File: config.mk
export PLATFORM = sky130hd
export DESIGN_NAME = fifo_sync_param
export DESIGN_NICKNAME = d
export VERILOG_FILES = /design/src/rtl/fifo_pkg.sv /design/src/rtl/fifo_mem.sv /design/src/rtl/fifo_sync_param.sv
export SDC_FILE = /design/constraint.sdc
export NUM_CORES = 1
export LEC_CHECK = 0
export BUFFER_PORTS_ARGS = -buffer_cell sky130_fd_sc_hd__buf_2
export CAP_MARGIN = 15
export CORE_MARGIN = 2
export CORE_UTILIZATION = 56
export CTS_BUF_LIST = sky130_fd_sc_hd__clkbuf_16
export DETAILED_ROUTE_END_ITERATION = 8
export PLACE_DENSITY_LB_ADDON = 0.25
export SETUP_SLACK_MARGIN = 0.5
export SLEW_MARGIN = 0
export SYNTH_ARGS = -nofsm -noshare
export SYNTH_HDL_FRONTEND = slang
export SYNTH_SLANG_ARGS = --single-unit
File: constraint.sdc
create_clock -name clk -period 2.6 [get_ports clk]
set_input_delay 0.39 -clock clk [delete_from_list [all_inputs] [get_ports clk]]
set_output_delay 0.39 -clock clk [all_outputs]
set_load 0.01 [all_outputs]
File: src/rtl/fifo_pkg.sv
// Shared defaults and the status bundle for fifo_sync_param.
package fifo_pkg;

    localparam int DEFAULT_DATA_WIDTH = 8;
    localparam int DEFAULT_ADDR_WIDTH = 5;

    typedef struct packed {
        logic full;
        logic empty;
        logic almost_full;
        logic almost_empty;
        logic overflow;
        logic underflow;
    } fifo_status_t;

endpackage

File: src/rtl/fifo_mem.sv
// DEPTH x DATA_WIDTH storage: synchronous write port, asynchronous read port.
module fifo_mem #(
    parameter int DATA_WIDTH = 8,
    parameter int ADDR_WIDTH = 5
) (
    input  logic                  clk,
    input  logic                  wr_en,
    input  logic [ADDR_WIDTH-1:0] wr_addr,
    input  logic [DATA_WIDTH-1:0] wr_data,
    input  logic [ADDR_WIDTH-1:0] rd_addr,
    output logic [DATA_WIDTH-1:0] rd_data
);

    localparam int DEPTH = 1 << ADDR_WIDTH;

    // Contents are deliberately not reset; pointers alone define validity.
    logic [DATA_WIDTH-1:0] mem_q [DEPTH];

    always_ff @(posedge clk) begin
        if (wr_en) begin
            mem_q[wr_addr] <= wr_data;
        end
    end

    assign rd_data = mem_q[rd_addr];

endmodule

File: src/rtl/fifo_sync_param.sv
// Single-clock FIFO with occupancy count, almost thresholds and sticky error flags.
// Define FIFO_FWFT_EN for first-word-fall-through reads; otherwise reads are registered.
module fifo_sync_param
    import fifo_pkg::*;
#(
    parameter int DATA_WIDTH      = DEFAULT_DATA_WIDTH,
    parameter int ADDR_WIDTH      = DEFAULT_ADDR_WIDTH,
    parameter int ALMOST_FULL_TH  = (1 << ADDR_WIDTH) - 2,
    parameter int ALMOST_EMPTY_TH = 2
) (
    input  logic                  clk,
    input  logic                  reset,
    input  logic                  Wr_enable,
    input  logic [DATA_WIDTH-1:0] data_in,
    input  logic                  Read_enable,
    output logic [DATA_WIDTH-1:0] data_out,
    output logic                  data_valid,
    output logic                  full,
    output logic                  empty,
    output logic                  almost_full,
    output logic                  almost_empty,
    output logic [ADDR_WIDTH:0]   count,
    output logic                  overflow,
    output logic                  underflow
);

    localparam logic [ADDR_WIDTH:0] ONE   = {{ADDR_WIDTH{1'b0}}, 1'b1};
    localparam logic [ADDR_WIDTH:0] ZERO  = '0;
    localparam logic [ADDR_WIDTH:0] AF_TH = ALMOST_FULL_TH[ADDR_WIDTH:0];
    localparam logic [ADDR_WIDTH:0] AE_TH = ALMOST_EMPTY_TH[ADDR_WIDTH:0];

    logic [ADDR_WIDTH:0]   wr_ptr_q, wr_ptr_d;
    logic [ADDR_WIDTH:0]   rd_ptr_q, rd_ptr_d;
    logic [ADDR_WIDTH:0]   count_q, count_d;
    logic                  overflow_q, overflow_d;
    logic                  underflow_q, underflow_d;
    logic [DATA_WIDTH-1:0] data_out_q, data_out_d;
    logic [ADDR_WIDTH-1:0] mem_rd_addr;
    logic [DATA_WIDTH-1:0] mem_rd_data;
    logic                  rd_acc;
    logic                  wr_acc;
    fifo_status_t          status;
`ifndef FIFO_FWFT_EN
    logic                  data_valid_q, data_valid_d;
`endif

    // Status depends only on registered pointers, count and flags.
    always_comb begin
        status              = '0;
        status.full         = (wr_ptr_q[ADDR_WIDTH-1:0] == rd_ptr_q[ADDR_WIDTH-1:0]) &&
                              (wr_ptr_q[ADDR_WIDTH] != rd_ptr_q[ADDR_WIDTH]);
        status.empty        = (wr_ptr_q == rd_ptr_q);
        status.almost_full  = (count_q >= AF_TH);
        status.almost_empty = (count_q <= AE_TH);
        status.overflow     = overflow_q;
        status.underflow    = underflow_q;
    end

    always_comb begin
        rd_acc      = Read_enable && !status.empty;
        // A pop in the same cycle frees the slot a write into a full FIFO needs.
        wr_acc      = Wr_enable && (!status.full || rd_acc);
        wr_ptr_d    = wr_ptr_q;
        rd_ptr_d    = rd_ptr_q;
        count_d     = count_q;
        overflow_d  = overflow_q | (Wr_enable && !wr_acc);
        underflow_d = underflow_q | (Read_enable && !rd_acc);
        if (wr_acc) begin
            wr_ptr_d = wr_ptr_q + ONE;
        end
        if (rd_acc) begin
            rd_ptr_d = rd_ptr_q + ONE;
        end
        case ({wr_acc, rd_acc})
            2'b10:   count_d = count_q + ONE;
            2'b01:   count_d = count_q - ONE;
            default: count_d = count_q;
        endcase
    end

`ifdef FIFO_FWFT_EN
    // Read-ahead register tracks the head entry as it will be after this edge;
    // when that head is the word being written now, bypass the array.
    assign mem_rd_addr = rd_ptr_d[ADDR_WIDTH-1:0];

    always_comb begin
        data_out_d = mem_rd_data;
        if (wr_acc && ((count_q == ZERO) || ((count_q == ONE) && rd_acc))) begin
            data_out_d = data_in;
        end
    end

    assign data_valid = !status.empty;
`else
    assign mem_rd_addr = rd_ptr_q[ADDR_WIDTH-1:0];

    always_comb begin
        data_out_d   = data_out_q;
        data_valid_d = rd_acc;
        if (rd_acc) begin
            data_out_d = mem_rd_data;
        end
    end

    always_ff @(posedge clk) begin
        if (reset) begin
            data_valid_q <= 1'b0;
        end else begin
            data_valid_q <= data_valid_d;
        end
    end

    assign data_valid = data_valid_q;
`endif

    always_ff @(posedge clk) begin
        if (reset) begin
            wr_ptr_q    <= '0;
            rd_ptr_q    <= '0;
            count_q     <= '0;
            overflow_q  <= 1'b0;
            underflow_q <= 1'b0;
            data_out_q  <= '0;
        end else begin
            wr_ptr_q    <= wr_ptr_d;
            rd_ptr_q    <= rd_ptr_d;
            count_q     <= count_d;
            overflow_q  <= overflow_d;
            underflow_q <= underflow_d;
            data_out_q  <= data_out_d;
        end
    end

    // Reset must not write the array, so the write enable is gated here.
    fifo_mem #(
        .DATA_WIDTH (DATA_WIDTH),
        .ADDR_WIDTH (ADDR_WIDTH)
    ) u_mem (
        .clk     (clk),
        .wr_en   (wr_acc && !reset),
        .wr_addr (wr_ptr_q[ADDR_WIDTH-1:0]),
        .wr_data (data_in),
        .rd_addr (mem_rd_addr),
        .rd_data (mem_rd_data)
    );

    assign data_out     = data_out_q;
    assign full         = status.full;
    assign empty        = status.empty;
    assign almost_full  = status.almost_full;
    assign almost_empty = status.almost_empty;
    assign overflow     = status.overflow;
    assign underflow    = status.underflow;
    assign count        = count_q;

endmodule

# Word level (Yosys, flattened, before mapping)
# Memories as Yosys holds them, arrays and structs flattened. A register that Yosys moved wholly into a read port is not among the register bits.
# Cells that the tools add are included.
# word_totals
input_bits	12
mem_bits_rw	256
regBits	21
n_memories	1
output_inout_bits	21
elab_cells	36
# op_classes
n_reduce_logical	13
n_eq_ne	5
n_addsub	4
bitwise	2
magnitude_cmp	2
mux	3
# memory_table
memory	words	width	read_ports	rd_clocked_by_memory_dff	write_ports	line	source
u_mem.mem_q	32	8	1	1	1	fifo_mem.sv:17	logic [DATA_WIDTH-1:0] mem_q [DEPTH];
# ops
cell	count
adder 6 x 1 -> 6 bit (second input constant)	3
one-hot mux 6 bit (2 select lines)	1
equality test 6 bit	1
>= comparator 6 x 5 -> 1 bit (second input constant)	1
less-or-equal comparator 6 x 2 -> 1 bit (second input constant)	1
logical AND 1 bit	6
subtractor 6 x 1 -> 6 bit (second input constant)	1
equality test 5 bit	1
zero test 1 bit	5
equality test 2 x 1 -> 1 bit (second input constant)	1
equality test 2 bit (second input constant)	1
2-to-1 mux 1 bit	2
bitwise OR 1 bit	2
nonzero test 2 bit	1
logical OR 1 bit	1
!= test 1 bit	1

# Longest topological paths before layout
# depth
word_depth	8
depth_mapped	11
mapped_depth_nobuf	10

# Modules after synthesis
# From an unflattened synthesis, not the netlist that was laid out.
# hier_totals
cells_unflattened	572
hier_area_um2	11447.2
# modules_own_cells
mod	area_each_um2	instances	seq_area_each_um2	cells_each
fifo_mem	9893.2	1	7687.4	409
fifo_sync_param	1554.0	1	580.6	163

# Worst setup path after synthesis
# No wires, ideal clock.
# synth_timing
kind	register to register
start	register rd_ptr_q[3]
end	register count_q[4], in the netlist count[4]
setup_time_ps	72
path_stages_with_launch	12
setup_slack_ps	-82
synth_period_minus_slack_ps	2682
path_buffers	1
t_arrival_ps	2611
path_cell_list	dfxtp_1 -> buf_6 -> xnor2_2 -> nand3_2 -> o211ai_1 -> inv_1 -> ha_1 -> nor2b_1 -> o21a_1 -> o21ai_0 -> or3b_2 -> mux2i_1
# synth_between
elab_chain_cells	7
word_cells_on_any_way	12
# synth_rtl
item	line	source
start, declared	fifo_sync_param.sv:33	logic [ADDR_WIDTH:0] rd_ptr_q, rd_ptr_d;
start signal, assigned	fifo_sync_param.sv:126	rd_ptr_q <= rd_ptr_d;
equality test 6 bit or equality test 5 bit (tied branches)	fifo_sync_param.sv:52, fifo_sync_param.sv:50	
zero test 1 bit or logical AND 1 bit (tied branches)	fifo_sync_param.sv:60, fifo_sync_param.sv:50	
logical AND 1 bit or zero test 1 bit (tied branches)	fifo_sync_param.sv:60, fifo_sync_param.sv:62	
logical OR 1 bit	fifo_sync_param.sv:62	wr_acc = Wr_enable && (!status.full || rd_acc);
logical AND 1 bit	fifo_sync_param.sv:62	
equality test 2 x 1 -> 1 bit or equality test 2 bit (tied branches)	fifo_sync_param.sv:74	case ({wr_acc, rd_acc})
one-hot mux 6 bit (2 select lines) or nonzero test 2 bit (tied branches)	--	
end signal, assigned	fifo_sync_param.sv:127	count_q <= count_d;
end, declared	fifo_sync_param.sv:34	logic [ADDR_WIDTH:0] count_q, count_d;
# Parallel ways exist; a longest one is shown, timed or not.
# A chain may end at the register's enable or synchronous reset.

# Final worst setup path
# layout_timing
start	register wr_ptr_q[0]
end	memory u_mem.mem_q[15][0] (enable)
# layout_between
elab_chain_cells	8
word_cells_on_any_way	11
# layout_rtl
item	line	source
start, declared	fifo_sync_param.sv:32	logic [ADDR_WIDTH:0] wr_ptr_q, wr_ptr_d;
start signal, assigned	fifo_sync_param.sv:125	wr_ptr_q <= wr_ptr_d;
equality test 6 bit or equality test 5 bit (tied branches)	fifo_sync_param.sv:52, fifo_sync_param.sv:50	
zero test 1 bit or logical AND 1 bit (tied branches)	fifo_sync_param.sv:60, fifo_sync_param.sv:50	
logical AND 1 bit or zero test 1 bit (tied branches)	fifo_sync_param.sv:60, fifo_sync_param.sv:62	
logical OR 1 bit	fifo_sync_param.sv:62	
logical AND 1 bit	fifo_sync_param.sv:62	
logical AND 1 bit	fifo_sync_param.sv:140	.wr_en (wr_acc && !reset),
2-to-1 mux 1 bit	fifo_mem.sv:20	if (wr_en) begin
2-to-1 mux 1 bit (implied by the code)	fifo_mem.sv:21	mem_q[wr_addr] <= wr_data;
end, declared	fifo_mem.sv:17	
# Parallel ways exist; a longest one is shown, timed or not.

==> impl_metrics.ini <==
[critical_path]
critPathTopFamily = buffers and inverters
ff2ff_setup_slack_ns = 0.13
worstPathArrival_ns = 2.73
reg2reg_depth = 11
cp_common_cell = buf_4
startpoint_type = flip-flop
crit_fanout = 8
endpoint_kind = flip-flop
cp_num_buf_inv = 6
path_depth = 11
crit_required_ns = 2.87
cp_slowest_stage_delay_ns = 0.44
slowest_stage = o41a_1
worstPathCellList = xnor2_2 > nand3_2 > buf_4 > buf_6 > buf_4 > o41a_1 > buf_4 > nand3_4 > buf_2 > buf_4 > nor2_4
path_class = flip-flop to flip-flop

[cts]
cts_max_path_buffers = 3
cts_tree = yes
clk_latency_ns = 0.53
numCtsBuffers = 29
cts_sinks = 285
cts_hold_buf = 0
cts_root_buf = clkbuf_16
clkTransAtPathRegs_ns = 0.06
cts_max_level = 1

[placement]
dpl.cell_count = 929
dp_hpwl_mm = 15.08
gp_congestion = 0.8310
io_buffers = 32

[route]
drt_pass1_iterations = 5
ant_nets = 0
vias = 6424
drt_iter0_drc = 730
vias_per_cell = 6.213
wl_mm = 26.95
wl_per_cell_um = 26.06
drc = 0

[yosys]
yosysTopAreaCell = edfxtp_1
synth_nets = 660
synthArstFlopShare_pct = 0
synth_most_common_cell = edfxtp_1
ys_types = 57
yosysWarnings = 0
avgSynthCellArea_sq_um = 17.98
synth_top_cells_by_count = edfxtp_1, nor2_1, mux4_2, mux2i_1, dfxtp_1
ys.flop_type = edfxtp_1
syn_inst = 638
ys_ff_latch = 285
netlist.area_leader.share_pct = 67.02
ys_seq_area_share_pct = 72.08
synth_area_sq_um = 11470
synth_edf_count = 256
ys_top_cells_by_area = edfxtp_1, mux4_2, dfxtp_1

[cells_and_area]
instances_no_fill = 1034
synthToLayoutAreaGrowth_pct = 22.28
drive_gt1_share_pct = 37.17
nNetsFinal = 763
diodes = 0

[sta]
max_freq_mhz = 405.5
relSlewSlack_pct = 52.53
fin_tns_setup_ns = 0
hold_violations = 0
rsz0062_at_grt = yes
fin_crit_sh_pct = 94.85
setup_viol = 0
skew_ns = 0.006404
drv_slew = 0
finalCriticalPeriod_ns = 2.466
tightest_slew_ns = 0.7120

[worst_hold_path]
worstHoldPathCells = 3
hold_path.class = primary input to flip-flop

[global_routing]
grt_max_degree = 40
antenna_found_initial = 0
grt_pass1_vias = 6490
overflow = 0
grt_pass1_wl_mm = 38.99
grt_usage_pct = 24.28

[run]
maxCapViolCount = 0

[floorplanning]
rows = 52
design.core.area_sq_um = 20170
fp.dieW_um = 147.1
ios = 33
die_height_um = 147.1
floorplan.initialDensity_pct = 56.87
die_area_sq_um = 21640

[power]
p_leak_nw = 4.546
irDropWorstVdd_uv = 676.5
powerDensity_nw_per_um2 = 780.4

[outcome]
status = finished clean
sequential cells by signal, indices dropped and copies added, names as in the netlist:
signal and count:
u_mem.mem_q 256, data_out 8, count 6, rd_ptr_q 6, wr_ptr_q 6, data_valid 1, overflow 1, underflow 1
cell type report:
| cell class | count | area, sq um |
|---|---|---|
| Clock buffer | 29 | 725.7 |
| Clock inverter | 25 | 188.9 |
| Fill cell | 1268 | 6145 |
| Inverter | 9 | 33.78 |
| Multi-Input combinational cell | 310 | 3481 |
| Sequential cell | 285 | 8285 |
| Tap cell | 270 | 337.8 |
| Timing Repair Buffer | 106 | 972.2 |
power breakdown:
| part | internal [mW] | switching (mW) | total (mW) | leakage, nW |
|---|---|---|---|---|
| combinational | 0.939 | 0.900 | 1.84 | 1.52 |
| clock | 2.31 | 1.64 | 3.95 | 0.480 |
| sequential | 5.07 | 0.0853 | 5.15 | 2.54 |
| total | 8.32 | 2.63 | 10.9 | 4.55 |
per-layer routing:
layer / up-vias / part of all wire, % / global-route usage [%]
met5: - / 0 / 0
met4: 0 / 2.6 / 5.913
met3: 57 / 6.1 / 3.882
met2: 248 / 51 / 41.10
met1: 3322 / 40 / 33.70
li1: 2797 / - / -
kinds of logic (layout without fill, tap and decap cells):
group	Yosys count	count (layout)	share of synthesized area (%)
AO/OA/AOI/OAI	87	87	5.705
XOR/XNOR	12	12	1.047
multiplexers	95	95	13.72
adder cells (fa/ha/maj)	10	10	1.156
buffers and inverters	43	169	1.833
AND/OR/NAND/NOR	106	106	4.451
flip-flops	285	285	72.08
final timing paths:
| path | from | to |
|---|---|---|
| worst max-delay path | wr_ptr_q[0]$_SDFFE_PP0P_ | u_mem.mem_q[15][0]$_DFFE_PP_ |
| worst min-delay path | Read_enable | underflow$_SDFF_PP0_ |
| worst max register to register | wr_ptr_q[0]$_SDFFE_PP0P_ | u_mem.mem_q[15][0]$_DFFE_PP_ |
| worst min register to register | underflow$_SDFF_PP0_ | underflow$_SDFF_PP0_ |
what timing repair did:
item	4_1_cts	5_1_grt
setup endpoints to repair	249	265
buffers inserted	19	29
gates resized for setup	62	45
cloned	2	1
pin swaps	10	25
cell usage in the layout (no fill, tap or decap), drive strengths merged, types with 13 or more instances in the layout:
cell type    n
a21oi       20
mux4        49
nand2       17
inv         17
nor2        52
dfxtp       29
clkbuf      31
buf        103
edfxtp     256
o221ai      15
clkinv      13
mux2i       44
worst min-delay path: cells and delay by family:
family	cells	cell delay, ns
simple gates	1	0.07
compound gates	1	0.08
buf+inv	1	0.16
through the flow:
step                worst slack (ns)  hold slack, ns  cell area, sq um  utilization, %  total power, mW
CTS                           0.3180          0.2080             13550           67.20            10.76
global route                 0.06225          0.2338             14020           69.53            11.28
finish                        0.1339          0.2087             14020           69.53            10.95
floorplan                    0.09959          0.4889             11620               -            6.214
global placement              0.1960          0.4459             12150           60.24            6.575
detailed placement           0.04867          0.4594             12150           60.24            6.616
(Power assumes the default switching activity.)
